--- config.mk ---
export PLATFORM = sky130hd
export DESIGN_NAME = mfp_ahb_bot_hub_flat
export DESIGN_NICKNAME = d
export VERILOG_FILES = /design/src/rtl/mfp_ahb_bot_hub_pkg.sv /design/src/rtl/mfp_ahb_bot_hub_if.sv /design/src/rtl/mfp_bot_chan.sv /design/src/rtl/mfp_ahb_bot_hub.sv /design/src/flat_wrapper.sv
export SDC_FILE = /design/constraint.sdc
export NUM_CORES = 1
export LEC_CHECK = 0
export ABC_CLOCK_PERIOD_IN_PS = 2210
export CORE_UTILIZATION = 45
export DETAILED_ROUTE_END_ITERATION = 8
export GPL_TIMING_DRIVEN = 1
export PLACE_DENSITY = 0.73
export SYNTH_ARGS = -nofsm -noshare
export SYNTH_HDL_FRONTEND = slang
export SYNTH_SLANG_ARGS = --single-unit
--- constraint.sdc ---
create_clock -name HCLK -period 2.21 [get_ports HCLK]
set_input_delay 0.221 -clock HCLK [delete_from_list [all_inputs] [get_ports HCLK]]
set_output_delay 0.221 -clock HCLK [all_outputs]
set_load 0.01 [all_outputs]
--- src/rtl/mfp_ahb_bot_hub_pkg.sv ---
// Shared constants and types for the multi-channel Rojobot AHB hub.
// Byte offsets are relative to the hub's base address on the AHB decoder.
package mfp_ahb_bot_hub_pkg;

    // Each channel owns a 16-byte window starting at 0x00
    localparam int BOT_CHAN_STRIDE = 'h10;
    localparam int CHAN_WORD_SHIFT = $clog2(BOT_CHAN_STRIDE / 4);

    // Field offsets inside a channel window
    localparam logic [7:0] BOT_INFO_OFF  = 8'h00;
    localparam logic [7:0] BOT_CTRL_OFF  = 8'h04;
    localparam logic [7:0] BOT_OVF_OFF   = 8'h08;

    // Hub-wide registers above the channel windows
    localparam logic [7:0] BOT_PEND_ADDR = 8'h80;
    localparam logic [7:0] BOT_EN_ADDR   = 8'h84;
    localparam logic [7:0] BOT_ACK_ADDR  = 8'h88;

    typedef enum logic [1:0] {
        FLD_INFO,
        FLD_CTRL,
        FLD_OVF,
        FLD_NONE
    } chan_field_e;

    // Registered AHB address phase
    typedef struct packed {
        logic       wr_en;
        logic       rd_en;
        logic [5:0] addr;   // word address (HADDR[7:2])
    } ahb_aphase_t;

    // Which field of a channel window a word address selects
    function automatic chan_field_e chan_field(input logic [5:0] waddr);
        chan_field_e fld;
        if (waddr[1:0] == BOT_INFO_OFF[3:2])      fld = FLD_INFO;
        else if (waddr[1:0] == BOT_CTRL_OFF[3:2]) fld = FLD_CTRL;
        else if (waddr[1:0] == BOT_OVF_OFF[3:2])  fld = FLD_OVF;
        else                                      fld = FLD_NONE;
        return fld;
    endfunction

endpackage

--- src/rtl/mfp_ahb_bot_hub_if.sv ---
// AHB-Lite slave-side bus bundle for the bot hub (clock/reset stay separate).
interface mfp_ahb_bot_hub_if;

    logic        HSEL;
    logic [7:0]  HADDR;
    logic [1:0]  HTRANS;
    logic        HWRITE;
    logic [2:0]  HSIZE;
    logic [31:0] HWDATA;
    logic [31:0] HRDATA;
    logic        HREADY;
    logic        HRESP;

    modport master (
        output HSEL, HADDR, HTRANS, HWRITE, HSIZE, HWDATA,
        input  HRDATA, HREADY, HRESP
    );

    modport slave (
        input  HSEL, HADDR, HTRANS, HWRITE, HSIZE, HWDATA,
        output HRDATA, HREADY, HRESP
    );

endinterface

--- src/rtl/mfp_bot_chan.sv ---
// One Rojobot channel: update synchroniser and edge detect, info snapshot,
// pending flag, saturating overrun counter, CTRL register and ack pulse.
module mfp_bot_chan #(
    parameter int SYNC_STAGES = 2,
    parameter int OVF_W       = 8
) (
    input  logic             clk,
    input  logic             rst_n,
    input  logic             bot_update_i,
    input  logic [31:0]      bot_info_i,
    input  logic             ctrl_we_i,
    input  logic [7:0]       ctrl_wdata_i,
    input  logic             ovf_clr_i,
    input  logic             ack_i,
    output logic [31:0]      info_o,
    output logic [7:0]       ctrl_o,
    output logic [OVF_W-1:0] ovf_o,
    output logic             pending_o,
    output logic             ack_pulse_o
);

    localparam logic [OVF_W-1:0] OVF_MAX = '1;

    logic [SYNC_STAGES-1:0] sync_q;
    logic                   sync_prev_q;
    logic                   event_w;

    logic [31:0]            snap_q;
    logic                   pending_q, pending_d;
    logic [OVF_W-1:0]       ovf_q, ovf_d;
    logic [7:0]             ctrl_q;
    logic                   ack_q;

    // Bring BOT_UPDATE into the HCLK domain and keep the previous synchronised level
    always_ff @(posedge clk or negedge rst_n) begin
        if (!rst_n) begin
            sync_q      <= '0;
            sync_prev_q <= 1'b0;
        end else begin
            // NOTE: non-blocking so every flop samples pre-edge values; a blocking
            // shift here would collapse the synchroniser into a single stage.
            sync_q      <= {sync_q[SYNC_STAGES-2:0], bot_update_i};
            sync_prev_q <= sync_q[SYNC_STAGES-1];
        end
    end

    assign event_w = sync_q[SYNC_STAGES-1] & ~sync_prev_q;

    // Pending and overrun next state: a new event beats an ack, an OVF write beats an event
    always_comb begin
        // NOTE: defaults first so every path assigns and no latch is inferred.
        pending_d = pending_q;
        ovf_d     = ovf_q;
        if (event_w)
            pending_d = 1'b1;
        else if (ack_i)
            pending_d = 1'b0;
        if (ovf_clr_i)
            ovf_d = '0;
        else if (event_w && pending_q && (ovf_q != OVF_MAX))
            ovf_d = ovf_q + OVF_W'(1);
    end

    // Channel state registers; the ack pulse is the registered ACK write bit
    always_ff @(posedge clk or negedge rst_n) begin
        if (!rst_n) begin
            // NOTE: the snapshot is an ordinary register, not a RAM, so it is
            // reset with everything else and INFO reads 0 straight after reset.
            snap_q    <= '0;
            pending_q <= 1'b0;
            ovf_q     <= '0;
            ctrl_q    <= '0;
            ack_q     <= 1'b0;
        end else begin
            if (event_w)
                snap_q <= bot_info_i;
            if (ctrl_we_i)
                ctrl_q <= ctrl_wdata_i;
            pending_q <= pending_d;
            ovf_q     <= ovf_d;
            ack_q     <= ack_i;
        end
    end

    assign info_o      = snap_q;
    assign ctrl_o      = ctrl_q;
    assign ovf_o       = ovf_q;
    assign pending_o   = pending_q;
    assign ack_pulse_o = ack_q;

endmodule

--- src/rtl/mfp_ahb_bot_hub.sv ---
// AHB-Lite slave hub for N_BOTS Rojobot channels: AHB phase registers, address
// decode, read mux, interrupt enable register and the aggregated IRQ.
module mfp_ahb_bot_hub
    import mfp_ahb_bot_hub_pkg::*;
#(
    parameter int N_BOTS      = 4,
    parameter int SYNC_STAGES = 2,
    parameter int OVF_W       = 8
) (
    input  logic                  HCLK,
    input  logic                  HRESETn,
    mfp_ahb_bot_hub_if.slave      bus,
    input  logic [32*N_BOTS-1:0]  BOT_INFO,
    input  logic [N_BOTS-1:0]     BOT_UPDATE,
    output logic [8*N_BOTS-1:0]   BOT_CTRL,
    output logic [N_BOTS-1:0]     BOT_INT_ACK,
    output logic                  IRQ
);

    ahb_aphase_t        aph_q, aph_d;
    logic               in_chan;
    logic [2:0]         chan_sel;
    chan_field_e        fld;
    logic               is_pend, is_en, is_ack;

    logic [N_BOTS-1:0]  ctrl_we, ovf_clr, ack_set;
    logic [N_BOTS-1:0]  pend_w;
    logic [31:0]        info_w [N_BOTS];
    logic [OVF_W-1:0]   ovf_w  [N_BOTS];

    logic [N_BOTS-1:0]  en_q;
    logic               irq_q;
    logic [31:0]        rdata_w;

    // HSIZE is ignored (all accesses are 32-bit); HTRANS[0] and byte lanes are not needed
    logic unused_bus;
    assign unused_bus = ^{bus.HSIZE, bus.HTRANS[0], bus.HADDR[1:0], bus.HWDATA[31:8]};

    assign bus.HREADY = 1'b1;
    assign bus.HRESP  = 1'b0;

    // Capture the address phase of an active transfer; idle cycles drop the enables
    always_comb begin
        aph_d       = aph_q;
        aph_d.wr_en = 1'b0;
        aph_d.rd_en = 1'b0;
        if (bus.HSEL && bus.HTRANS[1] && bus.HREADY) begin
            aph_d.wr_en = bus.HWRITE;
            aph_d.rd_en = ~bus.HWRITE;
            aph_d.addr  = bus.HADDR[7:2];
        end
    end

    // Address-phase register
    always_ff @(posedge HCLK or negedge HRESETn) begin
        if (!HRESETn)
            aph_q <= '0;
        else
            aph_q <= aph_d;
    end

    // Decode of the registered word address
    assign in_chan  = ({aph_q.addr, 2'b00} < BOT_PEND_ADDR);
    assign chan_sel = 3'(aph_q.addr >> CHAN_WORD_SHIFT);
    assign fld      = chan_field(aph_q.addr);
    assign is_pend  = ({aph_q.addr, 2'b00} == BOT_PEND_ADDR);
    assign is_en    = ({aph_q.addr, 2'b00} == BOT_EN_ADDR);
    assign is_ack   = ({aph_q.addr, 2'b00} == BOT_ACK_ADDR);

    // Data-phase write strobes towards the channels
    always_comb begin
        ctrl_we = '0;
        ovf_clr = '0;
        ack_set = '0;
        for (int i = 0; i < N_BOTS; i++) begin
            if (aph_q.wr_en && in_chan && (chan_sel == 3'(i))) begin
                ctrl_we[i] = (fld == FLD_CTRL);
                ovf_clr[i] = (fld == FLD_OVF);
            end
        end
        if (aph_q.wr_en && is_ack)
            ack_set = bus.HWDATA[N_BOTS-1:0];
    end

    generate
        for (genvar g = 0; g < N_BOTS; g++) begin : g_chan
            mfp_bot_chan #(
                .SYNC_STAGES (SYNC_STAGES),
                .OVF_W       (OVF_W)
            ) u_chan (
                .clk          (HCLK),
                .rst_n        (HRESETn),
                .bot_update_i (BOT_UPDATE[g]),
                .bot_info_i   (BOT_INFO[32*g +: 32]),
                .ctrl_we_i    (ctrl_we[g]),
                .ctrl_wdata_i (bus.HWDATA[7:0]),
                .ovf_clr_i    (ovf_clr[g]),
                .ack_i        (ack_set[g]),
                .info_o       (info_w[g]),
                .ctrl_o       (BOT_CTRL[8*g +: 8]),
                .ovf_o        (ovf_w[g]),
                .pending_o    (pend_w[g]),
                .ack_pulse_o  (BOT_INT_ACK[g])
            );
        end
    endgenerate

    // Interrupt enable register and registered IRQ aggregate
    always_ff @(posedge HCLK or negedge HRESETn) begin
        if (!HRESETn) begin
            en_q  <= '0;
            irq_q <= 1'b0;
        end else begin
            if (aph_q.wr_en && is_en)
                en_q <= bus.HWDATA[N_BOTS-1:0];
            irq_q <= |(pend_w & en_q);
        end
    end

    assign IRQ = irq_q;

    // Read mux, driven only during a read data phase; unmapped words read 0
    always_comb begin
        rdata_w = '0;
        if (aph_q.rd_en) begin
            if (in_chan) begin
                for (int i = 0; i < N_BOTS; i++) begin
                    if (chan_sel == 3'(i)) begin
                        case (fld)
                            FLD_INFO: rdata_w = info_w[i];
                            FLD_CTRL: rdata_w = {24'b0, BOT_CTRL[8*i +: 8]};
                            FLD_OVF:  rdata_w = 32'(ovf_w[i]);
                            default:  rdata_w = '0;
                        endcase
                    end
                end
            end else if (is_pend) begin
                rdata_w = 32'(pend_w);
            end else if (is_en) begin
                rdata_w = 32'(en_q);
            end
        end
    end

    assign bus.HRDATA = rdata_w;

endmodule

--- src/flat_wrapper.sv ---
// flat-port wrapper written by rule: the top's interface ports become plain ports
module mfp_ahb_bot_hub_flat import mfp_ahb_bot_hub_pkg::*;
#(
    parameter int N_BOTS      = 4,
    parameter int SYNC_STAGES = 2,
    parameter int OVF_W       = 8
)
  (HCLK, HRESETn, BOT_INFO, BOT_UPDATE, BOT_CTRL, BOT_INT_ACK, IRQ, bus_HSEL, bus_HADDR, bus_HTRANS, bus_HWRITE, bus_HSIZE, bus_HWDATA, bus_HRDATA, bus_HREADY, bus_HRESP);
  mfp_ahb_bot_hub_if bus_i ();
  input  logic HCLK;
  input  logic HRESETn;
  input  logic [32*N_BOTS-1:0] BOT_INFO;
  input  logic [N_BOTS-1:0] BOT_UPDATE;
  output logic [8*N_BOTS-1:0] BOT_CTRL;
  output logic [N_BOTS-1:0] BOT_INT_ACK;
  output logic IRQ;
  input wire logic [$bits(bus_i.HSEL)-1:0] bus_HSEL;
  input wire logic [$bits(bus_i.HADDR)-1:0] bus_HADDR;
  input wire logic [$bits(bus_i.HTRANS)-1:0] bus_HTRANS;
  input wire logic [$bits(bus_i.HWRITE)-1:0] bus_HWRITE;
  input wire logic [$bits(bus_i.HSIZE)-1:0] bus_HSIZE;
  input wire logic [$bits(bus_i.HWDATA)-1:0] bus_HWDATA;
  output wire logic [$bits(bus_i.HRDATA)-1:0] bus_HRDATA;
  output wire logic [$bits(bus_i.HREADY)-1:0] bus_HREADY;
  output wire logic [$bits(bus_i.HRESP)-1:0] bus_HRESP;
  assign bus_i.HSEL = bus_HSEL;
  assign bus_i.HADDR = bus_HADDR;
  assign bus_i.HTRANS = bus_HTRANS;
  assign bus_i.HWRITE = bus_HWRITE;
  assign bus_i.HSIZE = bus_HSIZE;
  assign bus_i.HWDATA = bus_HWDATA;
  assign bus_HRDATA = bus_i.HRDATA;
  assign bus_HREADY = bus_i.HREADY;
  assign bus_HRESP = bus_i.HRESP;
  mfp_ahb_bot_hub #(.N_BOTS(N_BOTS), .SYNC_STAGES(SYNC_STAGES), .OVF_W(OVF_W)) u_core (.HCLK(HCLK), .HRESETn(HRESETn), .bus(bus_i), .BOT_INFO(BOT_INFO), .BOT_UPDATE(BOT_UPDATE), .BOT_CTRL(BOT_CTRL), .BOT_INT_ACK(BOT_INT_ACK), .IRQ(IRQ));
endmodule
Word level (Yosys, flattened, before mapping)
Index checks and enable logic that the tools add are counted.
{"block": "op_classes", "addsub": 4, "magnitude_cmp": 1, "eq_ne": 14, "muxes": 41, "bitwise_logic": 10, "n_reduce_logical": 28}
{"operator": "$pmux 32 s3", "count": 4}
{"operator": "$mux 32", "count": 7}
{"operator": "$mux 8", "count": 9}
{"operator": "$add 8x1->8 const B", "count": 4}
{"operator": "$ne 8x8->1 const B", "count": 4}
{"operator": "$eq 6x6->1 const B", "count": 3}
{"operator": "$mux 1", "count": 17}
{"operator": "$logic_and 1x1->1", "count": 16}
{"operator": "$reduce_bool 2->1", "count": 8}
{"operator": "$lt 8x8->1 const B", "count": 1}
{"operator": "$mux 4", "count": 2}
{"operator": "$eq 3x2->1 const B", "count": 2}
{"operator": "$not 1->1", "count": 5}
{"operator": "$and 1x1->1", "count": 4}
{"operator": "$and 4x4->4", "count": 1}
{"operator": "$eq 2x1->1 const B", "count": 2}
{"operator": "$eq 2x2->1 const B", "count": 2}
{"operator": "$logic_not 2->1", "count": 2}
{"operator": "$mux 2", "count": 2}
{"operator": "$reduce_or 4->1", "count": 1}
{"operator": "$eq 3x1->1 const B", "count": 1}
{"operator": "$logic_not 3->1", "count": 1}
{"block": "totals", "register_bits": 225, "inputBits": 181, "out_inout_bits": 71, "word_cells": 131}

Depth between registers and ports, before layout
Gate-level depths: netlist of the first run.
{"block": "logic_depth", "word_depth": 12, "mapped_depth": 7, "ltp_nobuf": 5}

Hierarchy
Synthesis of the first run repeated with hierarchy kept, for this count alone.
{"block": "hier_totals", "cells_unflattened": 896, "area_unflattened_um2": 10844.2}
{"module": "mfp_bot_chan", "instances": 4, "cells_per_inst": 143, "area_per_inst_um2": 2113.3, "seq_area_each_um2": 1326.3}
{"module": "mfp_ahb_bot_hub", "instances": 1, "cells_per_inst": 324, "area_per_inst_um2": 2391.0, "seq_area_each_um2": 325.3}

Worst setup path after synthesis of the first run
Ideal clock, no wire load.
{"block": "synth_timing", "kind": "register -> output", "start": "reg u_core.aph_q[1] (netlist name)", "end": "out bus_HRDATA[10]", "arrival_time_ns": 1.526, "t_required_ns": 1.989, "slack_ns": 0.463, "path_stages_with_launch": 8, "path_buffers": 3, "path_cell_list": "dfrtp_1 buf_2 inv_1 nand3_1 or2_1 clkbuf_1 buf_2 a211oi_1"}
{"block": "synth_via", "elab_chain_len": 12, "elab_cells_between_ends": 20, "cone_classes": "order compare: 1; eq/ne: 4; mux: 13; reduce/logical: 2"}
{"element": "start: declaration", "line_no": "mfp_ahb_bot_hub.sv:20", "text": "ahb_aphase_t aph_q, aph_d;"}
{"element": "start signal: assignment", "line_no": "mfp_ahb_bot_hub.sv:59", "text": "aph_q <= aph_d;"}
{"element": "$eq 2x2->1", "line_no": "mfp_ahb_bot_hub_pkg.sv:38", "text": "else if (waddr[1:0] == BOT_OVF_OFF[3:2]) fld = FLD_OVF;"}
{"element": "$mux 1", "line_no": "mfp_ahb_bot_hub_pkg.sv:38"}
{"element": "$mux 2", "line_no": "mfp_ahb_bot_hub_pkg.sv:37", "text": "else if (waddr[1:0] == BOT_CTRL_OFF[3:2]) fld = FLD_CTRL;"}
{"element": "$mux 2", "line_no": "mfp_ahb_bot_hub_pkg.sv:36", "text": "if (waddr[1:0] == BOT_INFO_OFF[3:2]) fld = FLD_INFO;"}
{"element": "$eq 2x2->1, or another cell as far along", "line_no": "mfp_ahb_bot_hub.sv:129", "text": "case (fld)"}
{"element": "$pmux 32 s3", "line_no": "mfp_ahb_bot_hub.sv:129"}
{"element": "$mux 32 (4 in series)", "line_no": "mfp_ahb_bot_hub.sv:128", "text": "if (chan_sel == 3'(i)) begin"}
{"element": "$mux 32 (*)", "line_no": "mfp_ahb_bot_hub.sv:126", "text": "if (in_chan) begin"}
{"element": "$mux 32 (*)", "line_no": "mfp_ahb_bot_hub.sv:125", "text": "if (aph_q.rd_en) begin"}
{"element": "end: declaration", "line_no": "flat_wrapper.sv:23", "text": "output wire logic [$bits(bus_i.HRDATA)-1:0] bus_HRDATA;"}
Every way passes the cells marked *; elsewhere a longest branch is shown, timed or not.

Worst setup path after layout of the first run
{"block": "layout_timing", "start": "reg u_core.aph_q[0] (netlist name)", "end": "out bus_HRDATA[28]"}
The elaborated chain is that of the path after synthesis.

==> results.sh, run 1 <==
export IMPL_path_cells="buf_6 > buf_6 > nor2_4 > nand3_2 > or2_4 > clkbuf_16 > a211oi_2 > buf_2"
export IMPL_ant_nets=0
export IMPL_path_common_cell="buf_6"
export IMPL_synth_ff_type="dfrtp_1"
export IMPL_fin_crit_ns=2.500
export IMPL_grtUsageMet3_pct=7.809
export IMPL_final_nets=1297
export IMPL_rows=56
export IMPL_antenna_found_initial=1
export IMPL_dp_cells=1383
export IMPL_num_antenna_cells=0
export IMPL_busiest_layer="met2"
export IMPL_setup_worst_path_class="register to output port"
export IMPL_power_density_nw_per_um2=842.2
export IMPL_fillers=1860
export IMPL_drt_pass1_iter_count=5
export IMPL_drive_gt1_share_pct=35.58
export IMPL_critPathLaunch="u_core.aph_q[0]"
export IMPL_final_setup_skew_ns=0.007820
export IMPL_peakVddDrop_mv=0.5628
export IMPL_dieArea_sq_um=24420
export IMPL_required_ns=1.99
export IMPL_final_common_cell="dfrtp_1"
export IMPL_setup_viol=31
export IMPL_critical_path_depth=8
export IMPL_start_kind="register"
export IMPL_path_clk_slew_ns=0.06
export IMPL_route_detailed_drc=0
export IMPL_initial_core_util_pct=45.76
export IMPL_grt_overflow=0
export IMPL_clock_path_buffers=3
export IMPL_gp_congestion=0.8586
export IMPL_ioPinCount=252
export IMPL_htreeDepth=1
export IMPL_drtIter0Drc=515
export IMPL_most_common_layout_cells="222 x dfrtp_1, 186 x clkdlybuf4s50_1, 171 x mux2_2"
export IMPL_cp_slowest_cell="dfrtp_2"
export IMPL_cts_inserted_buffers=25
export IMPL_crit_buf_inv=4
export IMPL_post_drt_via_cell_ratio=5.487
export IMPL_reg2reg_to="u_core.g_chan[1].u_chan.ovf_o[7]"
export IMPL_die_w_microns=156.3
export IMPL_yosys_warnings=0
export IMPL_hp_class="input pin to register"
export IMPL_cp_arrival_ns=2.28
export IMPL_cts_root_buf="clkbuf_16"
export IMPL_met2_usage_pct=41.37
export IMPL_grt_pass1_wl_microns=46550
export IMPL_fin_cells=1449
export IMPL_worst_setup_path_end_kind="output port"
export IMPL_grt_max_degree=68
export IMPL_wire_per_inst_microns=20.61
export IMPL_core_area_sq_um=23400
export IMPL_synth_edf_count=0
export IMPL_ys_ff_latch=225
export IMPL_grt_setup_unrepaired="yes"
export IMPL_regToRegSetupSlack_ns=0.22
export IMPL_status="complete, but fails checks"
export IMPL_netlist_instances=856
export IMPL_maxClockFrequency_ghz=0.4001
export IMPL_r2r_start="u_core.aph_q[0]"
export IMPL_synth_async_reset_ratio_pct=100.0
export IMPL_dr_total_vias=7950
export IMPL_tightest_slew_ns=0.5443
export IMPL_dp_slack_ns=-0.1399
export IMPL_grt_pass1_vias=8289
export IMPL_holdPathStages=1
export IMPL_cpPeakStageDelay_ns=0.48
export IMPL_reg2regPathDepth=6
export IMPL_violations="negative setup slack"
export IMPL_path_delay_family="buffers and inverters"
export IMPL_ys_types=63
export IMPL_met1_usage_pct=30.83
export IMPL_syn_to_final_growth_pct=38.70
export IMPL_setup_ws_ns=-0.2896
export IMPL_period_share_pct=113.1
export IMPL_seq_area_frac_synth_pct=52.58
export IMPL_critical_path_max_fanout=6
export IMPL_io_buffers=219
export IMPL_relSlewSlack_pct=63.72
export IMPL_grt_use_total_pct=24.99
export IMPL_finalHoldViolCount=0
export IMPL_syn_area_sq_um=10710
export IMPL_drv_slew=0
export IMPL_dp_hpwl_microns=20720
export IMPL_cts_sinks=225
export IMPL_synth_net_count=1041
export IMPL_leakage_uw=0.006216
export IMPL_cap_violations=0
export IMPL_avgSynthCellArea_sq_um=12.51
export IMPL_die_h_microns=156.3
export IMPL_wl_microns=29860
export IMPL_endpoint="bus_HRDATA[28]"
export IMPL_cts_tree="built"
export IMPL_clkLatencyLatePin_ns=0.52
-- how the worst min path moves through the flow --
stage	endpoint	startpoint	slack, ns
floorplan	u_core.IRQ	HRESETn	-0.07
global placement	u_core.g_chan[3].u_chan.info_o[3]	HRESETn	0.23
detailed placement	u_core.g_chan[3].u_chan.info_o[2]	HRESETn	0.23
CTS	u_core.g_chan[2].u_chan.sync_q[0]	BOT_UPDATE[2]	0.13
global route	u_core.g_chan[2].u_chan.sync_q[0]	BOT_UPDATE[2]	0.13
finish	u_core.g_chan[2].u_chan.sync_q[0]	BOT_UPDATE[2]	0.15
-- sequential cells by signal, indices dropped and copies added, names as in the netlist --
| name | flops |
|---|---|
| u_core.IRQ | 1 |
| u_core.g_chan.u_chan.pending_o | 4 |
| u_core.aph_q | 8 |
| u_core.g_chan.u_chan.ack_pulse_o | 4 |
| u_core.g_chan.u_chan.info_o | 128 |
| u_core.g_chan.u_chan.ctrl_o | 32 |
| u_core.en_q | 4 |
| u_core.g_chan.u_chan.sync_prev_q | 4 |
| u_core.g_chan.u_chan.ovf_o | 32 |
| u_core.g_chan.u_chan.sync_q | 8 |
-- cells by family after synthesis --
logic type               count (synthesis)  synth area share, %
flip-flops                             225                52.58
other                                    2              0.07013
buffers and inverters                   87                3.879
AND/OR/NAND/NOR                        152                8.120
adder cells (fa/ha/maj)                  4               0.4674
XOR/XNOR                                12               0.9814
multiplexers                           234                24.10
AO/OA/AOI/OAI                          140                9.803
-- power by group --
group	switching (uW)	total, uW	internal, uW
sequential	620	5400	4780
combinational	1380	3010	1630
clock	1630	4100	2470
-- layer usage --
| metal | share of wire, % | vias to the layer above |
|---|---|---|
| met1 | 40 | 3940 |
| met5 | 0 | - |
| met3 | 8.9 | 58 |
| li1 | - | 3647 |
| met2 | 47 | 305 |
| met4 | 3.4 | 0 |
-- timing repair --
| action | CTS | global route |
|---|---|---|
| buffers inserted | 18 | 3 |
| hold buffers | 1 | 0 |
| hold endpoints to repair | 63 | 0 |
| cloned | 4 | 1 |
| endpoints found under the setup margin | 32 | 31 |
| resized for setup | 202 | 32 |
| pin swaps | 20 | 26 |
-- synthesized netlist by cell type (4+ instances only) --
library cell  number  area (sq um)
nor2b_1           35         219.0
o221ai_1          16         140.1
inv_1             26         97.59
clkbuf_1          19         71.32
a221o_1            5         50.05
nor2_1            24         90.09
a22oi_1            6         45.04
or3_1              5         31.28
a211o_1            4         35.03
nand3_1           18         90.09
dfrtp_1          225          5630
buf_4             12         90.09
a21oi_1           20         100.1
nor3_1             8         40.04
buf_2             29         145.1
o21ai_0           11         55.05
and2_1             6         37.54
nand2_1           23         86.33
ha_1               4         50.05
o22ai_1            5         31.28
a211oi_1          46         345.3
mux2i_1           52         520.5
xnor2_1           12         105.1
mux2_2           179          2016
a21o_1             4         30.03
-- per-stage QoR --
stage	utilization (%)	hold slack, ns	TNS (ns)	power [uW]	instance area, sq um
global placement	57.96	0.2321	-0.6154	8059	13560
detailed placement	57.96	0.2260	-0.7481	8145	13560
floorplan	-	-0.07459	0	6890	10710
global route	63.47	0.1309	-10.19	13120	14850
finish	63.47	0.1471	-7.992	12510	14850
CTS	63.00	0.1265	-7.739	12530	14740
-- layout make-up --
cell class	count	area (sq um)	area share [%]
Clock buffer	41	805.8	5.425
Clock inverter	4	26.28	0.1769
Inverter	26	97.59	0.6571
Multi-Input combinational cell	544	5027	33.85
Sequential cell	225	5637	37.95
Tap cell	319	399.1	2.687
Timing Repair Buffer	290	2860	19.26
(Power assumes the default switching activity.)
==> run 2: changes to the inputs <==
- ABC_CLOCK_PERIOD_IN_PS: 2210 -> 2700
- clock period: 2.21 -> 2.7 ns (I/O delays scaled with it)
==> run 2 against run 1 <==
  * The flow now finishes without violations
  * Sequential share of layout area grew 1.5 points
  * First-iteration DRC count decreased by 20%
  * Clock power shrank 22%
  * Combinational power fell by 25%
  * Largest cell class unchanged
==> results.sh, run 2 (synthesis gave the netlist of run 1 again) <==
export IMPL_route_detailed_drc=0
export IMPL_initial_core_util_pct=45.76
export IMPL_most_common_layout_cells="223 x dfrtp_1, 186 x clkdlybuf4s50_1, 179 x mux2_2"
export IMPL_clock_path_buffers=3
export IMPL_syn_to_final_growth_pct=33.40
export IMPL_antenna_found_initial=2
export IMPL_clkLatencyLatePin_ns=0.52
export IMPL_worst_setup_path_end_kind="output port"
export IMPL_setup_tns_ns=0
export IMPL_final_common_cell="dfrtp_1"
export IMPL_status="complete, no violations"
export IMPL_grt_setup_unrepaired="yes"
export IMPL_grt_pass1_wl_microns=46420
export IMPL_cts_root_buf="clkbuf_16"
export IMPL_reg2regPathDepth=6
export IMPL_finalHoldViolCount=0
export IMPL_drv_slew=0
export IMPL_dr_total_vias=7890
export IMPL_cts_tree="built"
export IMPL_leakage_uw=0.006000
export IMPL_maxClockFrequency_ghz=0.3800
export IMPL_drt_pass1_iter_count=5
export IMPL_wl_microns=29410
export IMPL_num_antenna_cells=0
export IMPL_required_ns=2.43
export IMPL_final_util_pct=61.05
export IMPL_die_h_microns=156.3
export IMPL_drive_gt1_share_pct=28.51
export IMPL_hold_end="u_core.g_chan[2].u_chan.sync_q[0]"
export IMPL_largest_register_ffs=128
export IMPL_regToRegSetupSlack_ns=0.61
export IMPL_gp_congestion=0.8699
export IMPL_path_clk_slew_ns=0.06
export IMPL_stdcell_area_sq_um=14290
export IMPL_placed_area_sq_um=13310
export IMPL_final_setup_skew_ns=0.01410
export IMPL_io_buffers=219
export IMPL_setup_viol=0
export IMPL_post_drt_via_cell_ratio=5.541
export IMPL_rows=56
export IMPL_cts_sinks=225
export IMPL_hp_class="input pin to register"
export IMPL_power_density_nw_per_um2=690.0
export IMPL_fin_crit_ns=2.632
export IMPL_htreeDepth=1
export IMPL_die_w_microns=156.3
export IMPL_reg2reg_to="u_core.g_chan[1].u_chan.ovf_o[7]"
export IMPL_grt_pass1_vias=8345
export IMPL_final_nets=1272
export IMPL_grt_use_total_pct=24.79
export IMPL_peakVddDrop_mv=0.5301
export IMPL_drtIter0Drc=411
export IMPL_core_area_sq_um=23400
export IMPL_ioPinCount=252
export IMPL_cap_violations=0
export IMPL_relSlewSlack_pct=49.04
export IMPL_holdPathStages=1
export IMPL_ant_nets=0
export IMPL_wire_per_inst_microns=20.65
export IMPL_grt_overflow=0
export IMPL_setup_worst_path_class="register to output port"
export IMPL_cts_inserted_buffers=25
export IMPL_dieArea_sq_um=24420
export IMPL_critical_path_max_fanout=15
export IMPL_period_share_pct=97.46
export IMPL_grt_max_degree=83
export IMPL_cp_arrival_ns=2.36
export IMPL_dp_hpwl_microns=20570
export IMPL_hp_start="BOT_UPDATE[2]"
export IMPL_start_kind="register"
export IMPL_tightest_slew_ns=0.7526
export IMPL_r2r_start="u_core.aph_q[3]"
run 2: cell types whose count changed in the layout (fill, tap and decap cells not counted), moves of 6 or more:
| cell | delta |
|---|---|
| a211oi_1 | +18 |
| a211oi_2 | -16 |
| buf_12 | -8 |
| buf_2 | -29 |
| buf_6 | -13 |
| clkbuf_2 | +9 |
| clkbuf_8 | -6 |
| dlygate4sd2_1 | +18 |
| mux2_2 | +8 |
| mux2_4 | -8 |
run 2: final cells by class:
class | count | area, sq um
fill | 1909 | 9116
sequential | 225 | 5635
multi-input combinational | 544 | 4801
timing repair buffer | 265 | 2577
clock buffer | 38 | 734.5
tap | 319 | 399.1
inverter | 26 | 97.59
clock inverter | 7 | 41.29
run 2: critical path: stages, from the launching register on:
cell and delay [ns]:
dfrtp_2 0.47, bufbuf_16 0.32, a21o_1 0.17, mux4_2 0.47, a21oi_2 0.18, o22ai_2 0.10, clkbuf_2 0.14
run 2: routing by layer:
layer | vias up | routed length, microns | global-route usage [%] | part of all wire (%)
met1 | 3952 | 11900 | 30.81 | 40
met3 | 44 | 2740 | 8.031 | 9.3
met4 | 0 | 681 | 6.443 | 2.3
met5 | - | 0 | 0 | 0
met2 | 302 | 14090 | 41.52 | 48
li1 | 3592 | - | - | -
run 2: worst max-delay path by stage:
stage                     from             end  slack, ns
3_3_place_gp   u_core.aph_q[0]   bus_HRDATA[3]       0.19
4_1_cts        u_core.aph_q[0]   bus_HRDATA[0]      -0.19
5_1_grt        u_core.aph_q[0]   bus_HRDATA[1]      -0.03
3_5_place_dp   u_core.aph_q[0]   bus_HRDATA[3]       0.16
6_report       u_core.aph_q[0]   bus_HRDATA[1]       0.07
2_1_floorplan  u_core.aph_q[1]  bus_HRDATA[10]       0.90
run 2: timing repair:
item,in CTS,in global routing
hold endpoints to repair,77,0
buffers inserted,10,3
resized for setup,41,43
pin swaps,2,3
cloned,1,0
setup endpoints to repair,32,24
hold buffers,1,0
run 2: per-stage QoR:
step | power, uW | hold WS, ns | cells | setup slack, ns
2_1_floorplan | 5639 | -0.02559 | 856 | 0.9044
3_3_place_gp | 6498 | 0.3198 | 1364 | 0.1858
3_5_place_dp | 6589 | 0.3251 | 1364 | 0.1575
4_1_cts | 9906 | 0.1781 | 1421 | -0.1900
5_1_grt | 10360 | 0.1798 | 1424 | -0.02849
6_report | 9857 | 0.1952 | 1424 | 0.06848
run 2: power breakdown:
| group | internal (uW) | leakage (uW) | switching [uW] | total [uW] |
|---|---|---|---|---|
| registers | 3910 | 0.00268 | 490 | 4400 |
| clock network | 1870 | 0.000384 | 1330 | 3200 |
| logic | 1220 | 0.00294 | 1030 | 2260 |
